$ cat src/rtl/seg7_scan_driver.sv
// Multiplexed 7-segment driver: captures a binary value, converts it to BCD (or hex nibbles)
// with a sequential double-dabble engine, and scans the digits with optional leading-zero blanking.
module seg7_scan_driver #(
  parameter int NUM_DIGITS  = 4,
  parameter int DATA_W      = 16,
  parameter int REFRESH_CNT = 262144,
  parameter bit ACTIVE_LOW  = 1'b1
) (
  input  logic                  clk_100mhz,
  input  logic                  reset,
  input  logic [DATA_W-1:0]     data_in,
  input  logic                  load,
  input  logic                  hex_mode,
  input  logic                  blank_lz,
  output logic                  busy,
  output logic                  overflow,
  output logic [NUM_DIGITS-1:0] anode,
  output logic [6:0]            seg
);

  // Decimal digits needed to hold 2^w-1.
  function automatic int bcd_digits_for(input int w);
    longint unsigned max_val;
    int n;
    max_val = (64'd1 << w) - 64'd1;
    n = 1;
    while (max_val >= 64'd10) begin
      max_val = max_val / 64'd10;
      n = n + 1;
    end
    return n;
  endfunction

  localparam int BCD_DIGITS = bcd_digits_for(DATA_W);
  localparam int BCD_W      = 4 * BCD_DIGITS;
  localparam int DD_W       = BCD_W + DATA_W;
  localparam int REF_W      = $clog2(REFRESH_CNT);
  localparam int IDX_W      = (NUM_DIGITS > 1) ? $clog2(NUM_DIGITS) : 1;
  localparam int BIT_W      = $clog2(DATA_W);

  localparam logic [NUM_DIGITS-1:0] ANODE_OFF = {NUM_DIGITS{ACTIVE_LOW}};
  localparam logic [6:0]            SEG_OFF   = {7{ACTIVE_LOW}};

  typedef enum logic [1:0] {
    IDLE   = 2'd0,
    CONV   = 2'd1,
    COMMIT = 2'd2
  } state_t;

  state_t              state_q, state_d;
  logic [DATA_W-1:0]   data_q, data_d;
  logic                hex_q, hex_d;
  logic [BCD_W-1:0]    bcd_q, bcd_d;
  logic [BIT_W-1:0]    bit_cnt_q, bit_cnt_d;
  logic [3:0]          digits_q [NUM_DIGITS];
  logic [3:0]          digits_d [NUM_DIGITS];
  logic                overflow_q, overflow_d;
  logic [REF_W-1:0]    refresh_q, refresh_d;
  logic [IDX_W-1:0]    idx_q, idx_d;
  logic [NUM_DIGITS-1:0] anode_q, anode_d;
  logic [6:0]          seg_q, seg_d;

  logic [DD_W-1:0]       dd_work;
  logic [63:0]           hex_ext;
  logic [63:0]           bcd_ext;
  logic [NUM_DIGITS-1:0] blank_vec;
  logic                  upper_zero;
  logic [3:0]            cur_digit;
  logic [6:0]            seg_raw;
  logic [NUM_DIGITS-1:0] anode_onehot;

  // Codes are stored active-low; the output stage flips them for active-high boards.
  function automatic logic [6:0] seg_code(input logic [3:0] v);
    case (v)
      4'h0: seg_code = 7'b0000001;
      4'h1: seg_code = 7'b1001111;
      4'h2: seg_code = 7'b0010010;
      4'h3: seg_code = 7'b0000110;
      4'h4: seg_code = 7'b1001100;
      4'h5: seg_code = 7'b0100100;
      4'h6: seg_code = 7'b0100000;
      4'h7: seg_code = 7'b0001111;
      4'h8: seg_code = 7'b0000000;
      4'h9: seg_code = 7'b0000100;
      4'hA: seg_code = 7'b0001000;
      4'hB: seg_code = 7'b1100000;
      4'hC: seg_code = 7'b0110001;
      4'hD: seg_code = 7'b1000010;
      4'hE: seg_code = 7'b0110000;
      default: seg_code = 7'b0111000;
    endcase
  endfunction

  assign hex_ext = 64'(data_q);
  assign bcd_ext = 64'(bcd_q);
  assign busy    = (state_q != IDLE);

  // One double-dabble step on the combined {bcd, binary} register: add 3, then shift.
  always_comb begin
    dd_work = {bcd_q, data_q};
    for (int j = 0; j < BCD_DIGITS; j++) begin
      if (dd_work[DATA_W + 4*j +: 4] >= 4'd5)
        dd_work[DATA_W + 4*j +: 4] = dd_work[DATA_W + 4*j +: 4] + 4'd3;
    end
  end

  always_comb begin
    state_d    = state_q;
    data_d     = data_q;
    hex_d      = hex_q;
    bcd_d      = bcd_q;
    bit_cnt_d  = bit_cnt_q;
    digits_d   = digits_q;
    overflow_d = overflow_q;
    case (state_q)
      IDLE: begin
        if (load) begin
          data_d    = data_in;
          hex_d     = hex_mode;
          bcd_d     = '0;
          bit_cnt_d = '0;
          state_d   = hex_mode ? COMMIT : CONV;
        end
      end
      CONV: begin
        {bcd_d, data_d} = dd_work << 1;
        bit_cnt_d       = bit_cnt_q + 1'b1;
        if (bit_cnt_q == BIT_W'(DATA_W - 1))
          state_d = COMMIT;
      end
      COMMIT: begin
        for (int i = 0; i < NUM_DIGITS; i++)
          digits_d[i] = hex_q ? hex_ext[4*i +: 4] : bcd_ext[4*i +: 4];
        overflow_d = hex_q ? (|(hex_ext >> (4*NUM_DIGITS)))
                           : (|(bcd_ext >> (4*NUM_DIGITS)));
        state_d    = IDLE;
      end
      default: state_d = IDLE;
    endcase
  end

  always_comb begin
    refresh_d = refresh_q + 1'b1;
    idx_d     = idx_q;
    if (refresh_q == REF_W'(REFRESH_CNT - 1)) begin
      refresh_d = '0;
      idx_d     = (idx_q == IDX_W'(NUM_DIGITS - 1)) ? '0 : idx_q + 1'b1;
    end
  end

  // A digit is blanked when it and every digit above it are zero; digit 0 always shows.
  always_comb begin
    upper_zero = 1'b1;
    blank_vec  = '0;
    for (int i = NUM_DIGITS - 1; i > 0; i--) begin
      upper_zero   = upper_zero && (digits_q[i] == 4'd0);
      blank_vec[i] = blank_lz && upper_zero;
    end
  end

  always_comb begin
    cur_digit    = digits_q[idx_q];
    anode_onehot = NUM_DIGITS'(1) << idx_q;
    if (overflow_q)
      seg_raw = 7'b1111110;
    else if (blank_vec[idx_q])
      seg_raw = 7'b1111111;
    else
      seg_raw = seg_code(cur_digit);
    seg_d   = ACTIVE_LOW ? seg_raw : ~seg_raw;
    anode_d = ACTIVE_LOW ? ~anode_onehot : anode_onehot;
  end

  always_ff @(posedge clk_100mhz or posedge reset) begin
    if (reset) begin
      state_q    <= IDLE;
      data_q     <= '0;
      hex_q      <= 1'b0;
      bcd_q      <= '0;
      bit_cnt_q  <= '0;
      digits_q   <= '{default: 4'd0};
      overflow_q <= 1'b0;
      refresh_q  <= '0;
      idx_q      <= '0;
      anode_q    <= ANODE_OFF;
      seg_q      <= SEG_OFF;
    end else begin
      state_q    <= state_d;
      data_q     <= data_d;
      hex_q      <= hex_d;
      bcd_q      <= bcd_d;
      bit_cnt_q  <= bit_cnt_d;
      digits_q   <= digits_d;
      overflow_q <= overflow_d;
      refresh_q  <= refresh_d;
      idx_q      <= idx_d;
      anode_q    <= anode_d;
      seg_q      <= seg_d;
    end
  end

  assign overflow = overflow_q;
  assign anode    = anode_q;
  assign seg      = seg_q;

endmodule

$ cat config.mk
export PLATFORM = sky130hd
export DESIGN_NAME = seg7_scan_driver
export DESIGN_NICKNAME = d
export VERILOG_FILES = /design/src/rtl/seg7_scan_driver.sv
export SDC_FILE = /design/constraint.sdc
export NUM_CORES = 1
export LEC_CHECK = 0
export ABC_AREA = 0
export CAP_MARGIN = 20
export CELL_PAD_IN_SITES_DETAIL_PLACEMENT = 0
export CELL_PAD_IN_SITES_GLOBAL_PLACEMENT = 1
export CORE_MARGIN = 5
export CORE_UTILIZATION = 28
export CTS_CLUSTER_DIAMETER = 60
export DETAILED_ROUTE_END_ITERATION = 16
export DONT_BUFFER_PORTS = 1
export HOLD_SLACK_MARGIN = 0.15
export PLACE_DENSITY_LB_ADDON = 0.1
export SYNTH_ARGS = -nofsm -noshare
export SYNTH_HDL_FRONTEND = slang
export SYNTH_SLANG_ARGS = --single-unit
$ cat constraint.sdc
create_clock -name clk_100mhz -period 4.25 [get_ports clk_100mhz]
set_clock_uncertainty 0.2 [all_clocks]
set_input_delay 0.85 -clock clk_100mhz [delete_from_list [all_inputs] [get_ports clk_100mhz]]
set_output_delay 0.85 -clock clk_100mhz [all_outputs]
set_load 0.01 [all_outputs]
* Yosys cells after proc, flatten, opt, wreduce, memory -nomap -nowiden
Memories as Yosys holds them, arrays and structs flattened. Index checks and enable logic that the tools add are counted.
Storage, ports and cells: register bits after elaboration 91, memory bits (read-only) 112, memories 1, logic and storage cells 84, input bits 21, output and inout port bits 13
Memory list:
- (name not given) | words 16, bits a word 7, read ports 1, clocked after memory_dff 0, wr ports 0, line 74 | case (v)
Operators by class: reductions and logical operators 15, eq/ne operators 7, add/sub/neg operators 8, shifts and indexed selects 1, bitwise logic cells 2, mux-type cells 29, magnitude comparators 7
Operator list (count):
- $mux 4 | 11
- $pmux 20 s2 | 1
- $pmux 16 s2 | 1
- $ge 4x3->1 const B | 5
- $mux 20 | 1
- $add 18x1->18 const B | 1
- $eq 18x18->1 const B | 1
- $mux 18 | 1
- $add 4x2->4 const B | 4
- $mux 16 | 1
- $mux 7 | 2
- $logic_not 4->1 | 3
- $bmux 4 s2 | 1
- $mux 2 | 4
- $pmux 4 s2 | 1
- $reduce_and 2->1 | 3
- $logic_and 1x1->1 | 5
- $add 4x1->4 const B | 1
- $eq 2x2->1 const B | 2
- $eq 4x4->1 const B | 1
- $ne 2x2->1 const B | 2
- $not 4->4 | 1
- $pmux 2 s2 | 1
- $reduce_bool 2->1 | 2
- 12 further kinds | 13

* Logic depth before layout (Yosys ltp)
Gate-level depths: netlist of run 1.
word-level depth 8, gate-level depth with buffers 8, depth with buffers taken out 7

* Least setup slack after synthesis of run 1
OpenSTA, ideal clock, no wires.
path kind register to register, start point reg idx_q[0], end point reg seg_q[6] (netlist: seg[6]), library setup time 0.079 ns, slack 2.041 ns, clock period less this slack 2.209 ns, cell stages (with the launch flop) 9, path buffers 1, data required time 3.971 ns, data arrival time 1.930 ns, cells stage by stage dfrtp_1 -> buf_6 -> mux4_2 -> inv_1 -> ha_1 -> nor2_1 -> a211oi_1 -> a21oi_1 -> o21ai_0
On the way: word-level cells in the longest chain between the ends 7, elaborated cells between the ends (all ways) 9, classes of those cells mux: 7; bitwise: 1; memory: 1
RTL lines:
- from (decl) | line 59 | logic [IDX_W-1:0] idx_q, idx_d;
- from (signal assigned) | line 196 | idx_q <= idx_d;
- $not 2->3 (not written as such) | line 162 | cur_digit = digits_q[idx_q];
- $bmux 4 s2 | line 162
- $mux 4 (not written as such) (2 in series) | line 162
- $mem_v2 16x7
- $mux 7 (*) | line 166 | else if (blank_vec[idx_q])
- $mux 7 (*) | line 164 | if (overflow_q)
- net seg_d[6] | line 61 | logic [6:0] seg_q, seg_d;
- to (signal assigned) | line 198 | seg_q <= seg_d;
- to (decl) | line 61
Mark *: on every way through the listed nets, which the timed path passes. The rest lies on a longest branch. The select of a mux whose other input is x is not followed. A chain may end at the register's enable or synchronous reset.

* Worst setup path in the final report of run 1
Same ends and word-level chain as after synthesis.

==> results.yml, run 1 <==
finish:
  fin_nets: 506
  area_growth_pct: 11.68
  final_common_cell: "dfrtp_1"
  drive_gt1_share_pct: 8.761
  fill_cells: 1699
  layout_common_cells: "dfrtp_1, nor2_1, nand2_1"
power:
  vdd_ir_drop_max_uv: 278.3
  finalPower_w: 0.003552
  p_leak_nw: 2.201
  power.density_nw_per_um2: 686.0
clock_tree:
  ctsResizeCount: 0
  htree_num_levels: 3
  cts_sinks: 91
  cts_tree: "yes"
  cts_buffer_depth: 2
  clk_pin_slew_worst_paths_ns: 0.07
  hold_buffers: 0
  post_cts_buffers: 0
  clock_latency_ns: 0.35
  numCtsBuffers: 9
  cts_root_buffer: "clkbuf_16"
routing:
  vias_per_cell: 4.633
  firstDrtPassIters: 6
  num_vias: 3192
  wl_per_cell_um: 15.39
  drtIter0Drc: 129
  antenna_left: 0
  drt_wl_total_mm: 10.61
  drcViolationCount: 0
timing:
  finalSetupTns_ns: 0
  setup_violations: 0
  slew_viol_final: 0
  slew_headroom_pct: 32.67
  rsz0062_at_grt: "false"
  layout_min_cycle_time_ns: 2.581
  fmax_ghz: 0.3874
  finalHoldViolations: 0
  worst_pin_slew_ns: 1.008
  period_share_pct: 60.73
yosys:
  netlist_instances: 471
  ys_ff_latch: 91
  yosysUniqueCellTypes: 42
  syn_nets: 514
  synth_warnings: 0
  postSynthAreaPerCell_um2: 9.845
  syn_area_um2: 4637
  yosysSeqAreaShare_pct: 49.41
floorplanning:
  coreArea_um2: 16410
  rows: 47
  io_pins: 34
  die_w_um: 138.7
  initial_core_util_pct: 28.26
  dieArea_um2: 19230
  die_y_um: 138.7
critical_path:
  path_class: "flip-flop to flip-flop"
  cpLargestDelayFamily: "flip-flops"
  cpPeakStageDelay_ns: 0.74
  cp_max_fo: 14
  worstPathRequired_ns: 4.32
  worstPathCellList: "mux4_2 > inv_1 > ha_1 > nor2_1 > a211oi_1 > a21oi_1 > o21ai_0"
  startpoint_type: "flip-flop"
  cp_slowest_cell: "dfrtp_1"
  cp-end-kind: "flip-flop"
  path_buf_inv: 1
  arrival_ns: 2.65
place:
  gp_congestion: 0.7236
  port_buffers: 0
  dpl.hpwl_mm: 7.400
grt:
  grt_max_degree: 55
  grt_pass1_vias: 3288
  grt_pass1_wl_mm: 17.63
  grt.overflow.total: 0
  antenna_found_initial: 0
  gr-usage-all-layers_pct: 11.49
run_status:
  outcome: "finished clean"
hold_path:
  hp-class: "primary input to async pin"
run:
  cap_violations: 0
-- cell usage after synthesis, drive strengths merged --
master | instances | share of area [%]
a21oi | 18 | 1.9
nor2 | 54 | 4.4
buf | 9 | 1.1
a22oi | 1 | 0.16
nor2b | 2 | 0.27
o32ai | 2 | 0.38
nand2b | 8 | 1.1
a32oi | 1 | 0.19
dfstp | 11 | 6.2
o21ai | 46 | 5.0
nand2 | 49 | 4.0
nand4 | 4 | 0.54
a31oi | 1 | 0.14
nand3 | 24 | 2.6
a211oi | 2 | 0.32
clkbuf | 15 | 1.2
nor3b | 5 | 0.81
a32o | 5 | 1.1
o211ai | 1 | 0.16
o31ai | 6 | 0.97
mux4 | 3 | 1.5
xnor2 | 14 | 2.6
mux2 | 3 | 0.81
mux2i | 22 | 5.3
nor4 | 3 | 0.40
inv | 22 | 1.8
and3 | 6 | 0.81
dfrtp | 80 | 43
xor2 | 11 | 2.1
and4 | 3 | 0.57
ha | 22 | 5.9
o221ai | 1 | 0.19
o22ai | 15 | 2.0
and2 | 2 | 0.27
-- report_power, final --
group	internal (W)	switching, W	total, W
clock	0.000520	0.000356	0.000876
sequential	0.00117	0.000299	0.00146
combinational	0.000498	0.000713	0.00121
-- worst paths after layout --
| kind | start | to | slack (ns) | depth (start not counted) |
|---|---|---|---|---|
| worst max-delay path | idx_q[0] | seg[6] | 1.67 | 7 |
| worst min-delay path | reset | refresh_q[6] | 0.17 | 1 |
| worst max register to register | idx_q[0] | seg[6] | 1.67 | 7 |
| worst min register to register | refresh_q[16] | refresh_q[16] | 0.27 | 1 |
| max in group asynchronous | reset | seg[4] | 2.81 | 2 |
| min in group clk_100mhz | refresh_q[16] | refresh_q[16] | 0.27 | 1 |
-- cell type report --
class                      instances  area (µm²)  area share [%]
antenna                            1       2.502         0.04832
clock buffer                       9       225.2           4.349
clock inverter                     7       100.1           1.933
inverter                          22       85.08           1.643
multi-input combinational        334        2158           41.68
sequential                        91        2291           44.24
tap                              220       275.3           5.315
timing repair buffer               5       41.29          0.7973
-- routing by layer --
metal	up-vias	track usage, %	share of wire [%]
li1	1613	-	-
met1	1519	14.69	47
met2	51	18.42	46
met3	9	3.862	4.9
met4	0	3.708	1.4
met5	-	0	0
-- state kept, by name, indices dropped and copies added (netlist names), 2 cells and up --
name	count
bit_cnt_q	4
state_q	2
refresh_q	18
idx_q	2
digits_q	16
data_q	16
bcd_q	20
anode	4
seg	7
-- stage by stage --
| step | instance area, µm² | utilization, % | cells | hold WS (ns) | worst slack, ns |
|---|---|---|---|---|---|
| floorplan | 4637 | - | 471 | 0.2348 | 0.8546 |
| global placement | 4840 | 29.50 | 671 | 0.2577 | 1.723 |
| detailed placement | 4840 | 29.50 | 671 | 0.2578 | 1.679 |
| CTS | 5165 | 31.48 | 687 | 0.1735 | 1.670 |
| global route | 5176 | 31.55 | 688 | 0.1828 | 1.464 |
| finish | 5179 | 31.56 | 689 | 0.1685 | 1.669 |
-- cell families (layout without fill, tap and decap cells) --
kind of cell / count (synthesis) / count (layout) / share of synthesized area (%)
AO/OA/AOI/OAI: 99 / 99 / 12.52
XOR/XNOR: 25 / 25 / 4.722
adder cells (fa/ha/maj): 22 / 22 / 5.936
buffers and inverters: 46 / 43 / 4.101
flip-flops: 91 / 91 / 49.41
multiplexers: 28 / 28 / 7.636
other: 0 / 1 / 0
AND/OR/NAND/NOR: 160 / 160 / 15.68
Power figures use the tool's default switching activity.
==> inputs of run 2 (changes only) <==
--- a/config.mk
+++ b/config.mk
@@ -5,7 +5,7 @@
 export SDC_FILE = /design/constraint.sdc
 export NUM_CORES = 1
 export LEC_CHECK = 0
-export ABC_AREA = 0
+export ABC_AREA = 1
 export CAP_MARGIN = 20
 export CELL_PAD_IN_SITES_DETAIL_PLACEMENT = 0
 export CELL_PAD_IN_SITES_GLOBAL_PLACEMENT = 1
==> constraint.sdc (replaced) <==
create_clock -name clk_100mhz -period 2.43 [get_ports clk_100mhz]
set_clock_uncertainty 0.2 [all_clocks]
set_input_delay 0.486 -clock clk_100mhz [delete_from_list [all_inputs] [get_ports clk_100mhz]]
set_output_delay 0.486 -clock clk_100mhz [all_outputs]
set_load 0.01 [all_outputs]
==> run 2 against run 1 <==
Hold slack better by 0.0036 ns. Worst setup slack worse by 1.2 ns. Non-clock buffer count is 24 higher. Combinational power increased by 90%. Critical path depth grew 3. Utilization is 1.3 points higher. Sequential power grew 78%. Clock power up 54%. Register-to-register slack got worse by 1.2 ns. Critical endpoint is now seg[3]. Largest cell class unchanged. Largest power group unchanged.
==> results.yml, run 2 <==
place:
  dpl.hpwl_mm: 8.813
  port_buffers: 0
  post-place-cells: 774
  gp_congestion: 0.7794
run:
  cap_violations: 0
finish:
  fin_nets: 625
  fin_cells: 807
  drive_gt1_share_pct: 10.90
  fin_util_pct: 32.84
  top_regs: "bcd_q: 20 flops, refresh_q: 18 flops"
  layout_common_cells: "nand2_1, dfrtp_1, inv_1"
  largest-register: "bcd_q"
  area_growth_pct: 15.34
  final_common_cell: "nand2_1"
  diodes: 0
  largest_reg_flops: 20
critical_path:
  cp-end-kind: "flip-flop"
  worstPathRequired_ns: 2.49
  cp_max_fo: 10
  startpoint_type: "flip-flop"
  cp_slowest_cell: "dfrtp_1"
  arrival_ns: 2.02
  path_class: "flip-flop to flip-flop"
  cpLargestDelayFamily: "simple AND/OR/NAND/NOR gates"
  crit_path_frequent_cell: "nand2_1"
  worstPathCellList: "inv_2 > nand2_1 > nand3_1 > nand2_1 > inv_1 > ha_1 > nand3_1 > nand2_1 > nand2_1 > nand3_1"
  cpPeakStageDelay_ns: 0.52
  path_buf_inv: 2
routing:
  drcViolationCount: 0
  drtIter0Drc: 183
  wl_per_cell_um: 15.13
  firstDrtPassIters: 4
  num_vias: 3693
  antenna_left: 0
  drt_wl_total_mm: 12.21
  vias_per_cell: 4.576
power:
  switching_share_pct: 42.33
  seqPwrFrac_pct: 41.6
  finalPower_w: 0.006244
  power_switching_w: 0.002643
  p_leak_nw: 2.494
  vdd_ir_drop_max_uv: 855.3
  pwr-share-comb_pct: 36.8
  power.density_nw_per_um2: 1146
  pwr-share-clk_pct: 21.6
  power.internal_w: 0.003601
grt:
  grt_pass1_vias: 3705
  grt_pass1_wl_mm: 19.85
  grt_max_degree: 46
  gr-usage-all-layers_pct: 12.81
  grt.overflow.total: 0
  antenna_found_initial: 0
yosys:
  syn_area_um2: 4722
  async_reset_ff_share_pct: 100.0
  synth_edf_count: 0
  syn_nets: 601
  synth_warnings: 0
  ys_ff_latch: 91
  synth_top_area_share_pct: 42.40
  yosysSeqAreaShare_pct: 48.52
  synthTopCellsByArea: "dfrtp_1, nand2_1, o21ai_0"
  synth_common_cells: "nand2_1, dfrtp_1, inv_1"
  postSynthAreaPerCell_um2: 8.462
  synth_most_common_cell: "nand2_1"
  netlist_instances: 558
  synth_top_flop_cell: "dfrtp_1"
  yosysUniqueCellTypes: 35
  synth_top_area_cell: "dfrtp_1"
timing:
  period_share_pct: 80.44
  rsz0062_at_grt: "false"
  finalHoldViolations: 0
  setup_violations: 0
  layout_min_cycle_time_ns: 1.955
  finalSetupTns_ns: 0
  fmax_ghz: 0.5116
  whs_ns: 0.1721
  slew_headroom_pct: 70.65
  slew_viol_final: 0
  worst_pin_slew_ns: 0.4387
floorplanning:
  die_w_um: 139.9
  coreArea_um2: 16580
  rows: 47
  io_pins: 34
  initial_core_util_pct: 28.47
  die_y_um: 139.9
  dieArea_um2: 19560
clock_tree:
  htree_num_levels: 3
  clock_latency_ns: 0.36
  post_cts_buffers: 0
  cts_buffer_depth: 2
  cts_tree: "yes"
  clk_pin_slew_worst_paths_ns: 0.07
  cts_root_buffer: "clkbuf_16"
  cts_sinks: 91
  numCtsBuffers: 9
hold_path:
  hp-class: "primary input to flip-flop"
run_status:
  outcome: "finished clean"
==> run 2: area by class of cell <==
type | instances | area (µm²)
Inverter | 86 | 331.6
Clock buffer | 9 | 225.2
Multi-Input combinational cell | 365 | 1999
Clock inverter | 7 | 51.30
Tap cell | 220 | 275.3
Fill cell | 1744 | 11140
Sequential cell | 91 | 2291
Timing Repair Buffer | 29 | 272.8
==> run 2: worst paths after layout <==
kind                                 endpoint  depth (start not counted)     startpoint  slack, ns
worst max-delay path                   seg[3]                         10       idx_q[0]       0.48
worst min-delay path               data_q[10]                          2    data_in[10]       0.17
worst max register to register         seg[3]                         10       idx_q[0]       0.48
worst min register to register  refresh_q[16]                          1  refresh_q[16]       0.30
max in group asynchronous            anode[2]                          3          reset       1.11
min in group asynchronous            bcd_q[5]                          2          reset       0.33
==> run 2: cells by family after synthesis <==
kind of cell	synth area share, %
flip-flops	48.52
AND/OR/NAND/NOR	17.78
XOR/XNOR	3.153
adder cells (fa/ha/maj)	5.829
buffers and inverters	9.141
AO/OA/AOI/OAI	15.58
==> run 2: timing repair <==
item,4_1_cts,5_1_grt
resized for setup,0,0
endpoints found under the setup margin,0,0
hold buffers,17,0
hold endpoints to repair,98,0
==> run 2: power by group through the flow <==
stage | logic [W] | registers (W) | clock network [W]
2_1_floorplan | 0.00181 | 0.00240 | 0
3_3_place_gp | 0.00227 | 0.00265 | 0
3_5_place_dp | 0.00229 | 0.00264 | 0
4_1_cts | 0.00233 | 0.00261 | 0.00140
5_1_grt | 0.00265 | 0.00267 | 0.00146
6_report | 0.00230 | 0.00260 | 0.00135
==> run 2: stage by stage <==
stage | setup slack, ns | cell area [µm²]
2_1_floorplan | 0.6893 | 4726
3_3_place_gp | 0.5199 | 5000
3_5_place_dp | 0.4842 | 5000
4_1_cts | 0.4671 | 5446
5_1_grt | 0.2466 | 5446
6_report | 0.4752 | 5446
==> run 2: per-layer routing <==
metal | wire length [µm] | global-route usage (%) | up-vias
met4 | 203 | 4.437 | 0
met2 | 5372 | 18.74 | 50
met5 | 0 | 0 | -
met3 | 371 | 2.573 | 13
li1 | - | - | 1882
met1 | 6263 | 18.80 | 1748
==> inputs of run 3 (changes only) <==
--- a/config.mk
+++ b/config.mk
@@ -5,7 +5,7 @@
 export SDC_FILE = /design/constraint.sdc
 export NUM_CORES = 1
 export LEC_CHECK = 0
-export ABC_AREA = 1
+export ABC_AREA = 0
 export CAP_MARGIN = 20
 export CELL_PAD_IN_SITES_DETAIL_PLACEMENT = 0
 export CELL_PAD_IN_SITES_GLOBAL_PLACEMENT = 1
==> constraint.sdc (replaced) <==
create_clock -name clk_100mhz -period 2 [get_ports clk_100mhz]
set_clock_uncertainty 0.2 [all_clocks]
set_input_delay 0.4 -clock clk_100mhz [delete_from_list [all_inputs] [get_ports clk_100mhz]]
set_output_delay 0.4 -clock clk_100mhz [all_outputs]
set_load 0.01 [all_outputs]
==> run 3 against run 2 <==
The run now ends with negative setup slack left. First-iteration DRC count decreased by 25%. Via count decreased by 8.7%. Final area increased by 4.6%. Fmax decreased by 3.6%. Worst setup slack got worse by 0.50 ns. Critical path depth decreased by 3. Combinational power increased by 38%. Routed wire length decreased by 12%. Sequential share of layout area decreased by 1.8 points. Critical path type unchanged. Highest routed layer unchanged.
==> results.yml, run 3 (same netlist as run 1, synthesis figures left out) <==
clock_tree:
  cts_sinks: 91
  cts_root_buffer: "clkbuf_16"
  numCtsBuffers: 9
  cts_buffer_depth: 2
  clock_latency_ns: 0.34
  htree_num_levels: 3
  cts_tree: "yes"
  clk_pin_slew_worst_paths_ns: 0.07
timing:
  slew_headroom_pct: 71.07
  setup_slack_ns: -0.02846
  rsz0062_at_grt: "true"
  setup_violations: 2
  finalSetupTns_ns: -0.03194
  worst_pin_slew_ns: 0.4331
  period_share_pct: 101.4
  fmax_ghz: 0.4930
  finalHoldViolations: 0
  slew_viol_final: 0
  layout_min_cycle_time_ns: 2.028
finish:
  fin_nets: 556
  final_cell_area_um2: 5697
  fin_cells: 738
  final_common_cell: "dfrtp_1"
  layout_common_cells: "dfrtp_1, nor2_1, nand2_1"
  top_regs: "bcd_q: 20 flops, refresh_q: 18 flops"
  diodes: 0
  area_growth_pct: 22.85
  largest_reg_flops: 20
  fill_cells: 1679
  drive_gt1_share_pct: 17.37
  largest-register: "bcd_q"
critical_path:
  cp-end-kind: "flip-flop"
  cpPeakStageDelay_ns: 0.61
  startpoint_type: "flip-flop"
  cp_max_fo: 4
  cpLargestDelayFamily: "multiplexers"
  path_buf_inv: 1
  arrival_ns: 2.10
  cp_slowest_cell: "mux4_2"
  worstPathCellList: "mux4_2 > inv_4 > ha_4 > nor2_1 > a211oi_1 > a21oi_1 > o21ai_1"
  path_class: "flip-flop to flip-flop"
  worstPathRequired_ns: 2.07
place:
  gp_congestion: 0.7292
  dpl.hpwl_mm: 7.656
  post-place-cells: 698
  place_area_um2: 5074
  pre_cts_ws_ns: -0.07497
  port_buffers: 0
routing:
  wl_per_cell_um: 14.64
  firstDrtPassIters: 4
  num_vias: 3371
  drcViolationCount: 0
  drt_wl_total_mm: 10.80
  antenna_left: 0
  drtIter0Drc: 138
  vias_per_cell: 4.568
floorplanning:
  rows: 47
  initial_core_util_pct: 28.26
  die_w_um: 138.7
  die_y_um: 138.7
  coreArea_um2: 16410
  dieArea_um2: 19230
  io_pins: 34
grt:
  gr-usage-all-layers_pct: 11.57
  grt_pass1_wl_mm: 17.99
  grt_pass1_vias: 3463
  grt.overflow.total: 0
  antenna_found_initial: 0
  grt_max_degree: 44
power:
  power.density_nw_per_um2: 1394
  p_leak_nw: 2.431
  vdd_ir_drop_max_uv: 676.4
run_status:
  violations: "negative setup slack"
  outcome: "finished with violations"
run:
  cap_violations: 0
hold_path:
  hp-class: "primary input to flip-flop"
-- run 3: final timing paths --
| kind | start | to | slack (ns) | cells after the start |
|---|---|---|---|---|
| hold / removal | load | data_q[2] | 0.21 | 4 |
| setup reg to reg | idx_q[0] | seg[6] | -0.03 | 7 |
| min in group asynchronous | reset | bcd_q[4] | 0.34 | 2 |
| setup / recovery | idx_q[0] | seg[6] | -0.03 | 7 |
| max in group asynchronous | reset | seg[0] | 0.64 | 3 |
| hold reg to reg | refresh_q[8] | refresh_q[8] | 0.27 | 1 |
-- run 3: final cells by class --
class | count | area [µm²] | share of cell area, %
flip-flops and latches | 91 | 2292 | 40.24
clock inverters | 6 | 65.06 | 1.142
multi-input cells | 334 | 2241 | 39.34
well taps | 220 | 275.3 | 4.832
inverters | 22 | 91.34 | 1.603
repair buffers | 55 | 493.0 | 8.654
clock buffers | 10 | 239.0 | 4.195
-- run 3: per-layer routing --
layer / share of wire (%) / global-route usage [%] / vias up
li1: - / - / 1713
met1: 49 / 15.17 / 1606
met2: 47 / 18.86 / 39
met3: 2.6 / 2.379 / 13
met4: 1.5 / 4.480 / 0
met5: 0 / 0 / -
-- run 3: tightest hold or removal path, delay by kind of cell --
family	cells	cell delay (ns)
AND/OR/NAND/NOR	4	0.31
-- run 3: metrics by stage --
stage | utilization [%] | hold WS, ns | power (W)
after detailed placement | 30.92 | 0.1048 | 0.006052
after CTS | 34.28 | 0.1524 | 0.007969
after global placement | 30.92 | 0.1043 | 0.006041
after floorplan | - | 0.2348 | 0.005052
after global routing | 34.72 | 0.2583 | 0.008626
final | 34.72 | 0.2103 | 0.007940
-- run 3: repair_timing --
action / CTS / global route
setup endpoints to repair: 5 / 7
hold buffers: 18 / 1
buffers inserted: 3 / 4
hold endpoints to repair: 99 / 4
gates resized for setup: 7 / 17
pin swaps: 7 / 7
-- run 3: where the power goes --
part | total (W) | switching [W] | internal (W)
Sequential | 0.00304 | 0.000559 | 0.00248
Combinational | 0.00317 | 0.00175 | 0.00142
Clock | 0.00174 | 0.000734 | 0.00100
Total | 0.00794 | 0.00304 | 0.00490
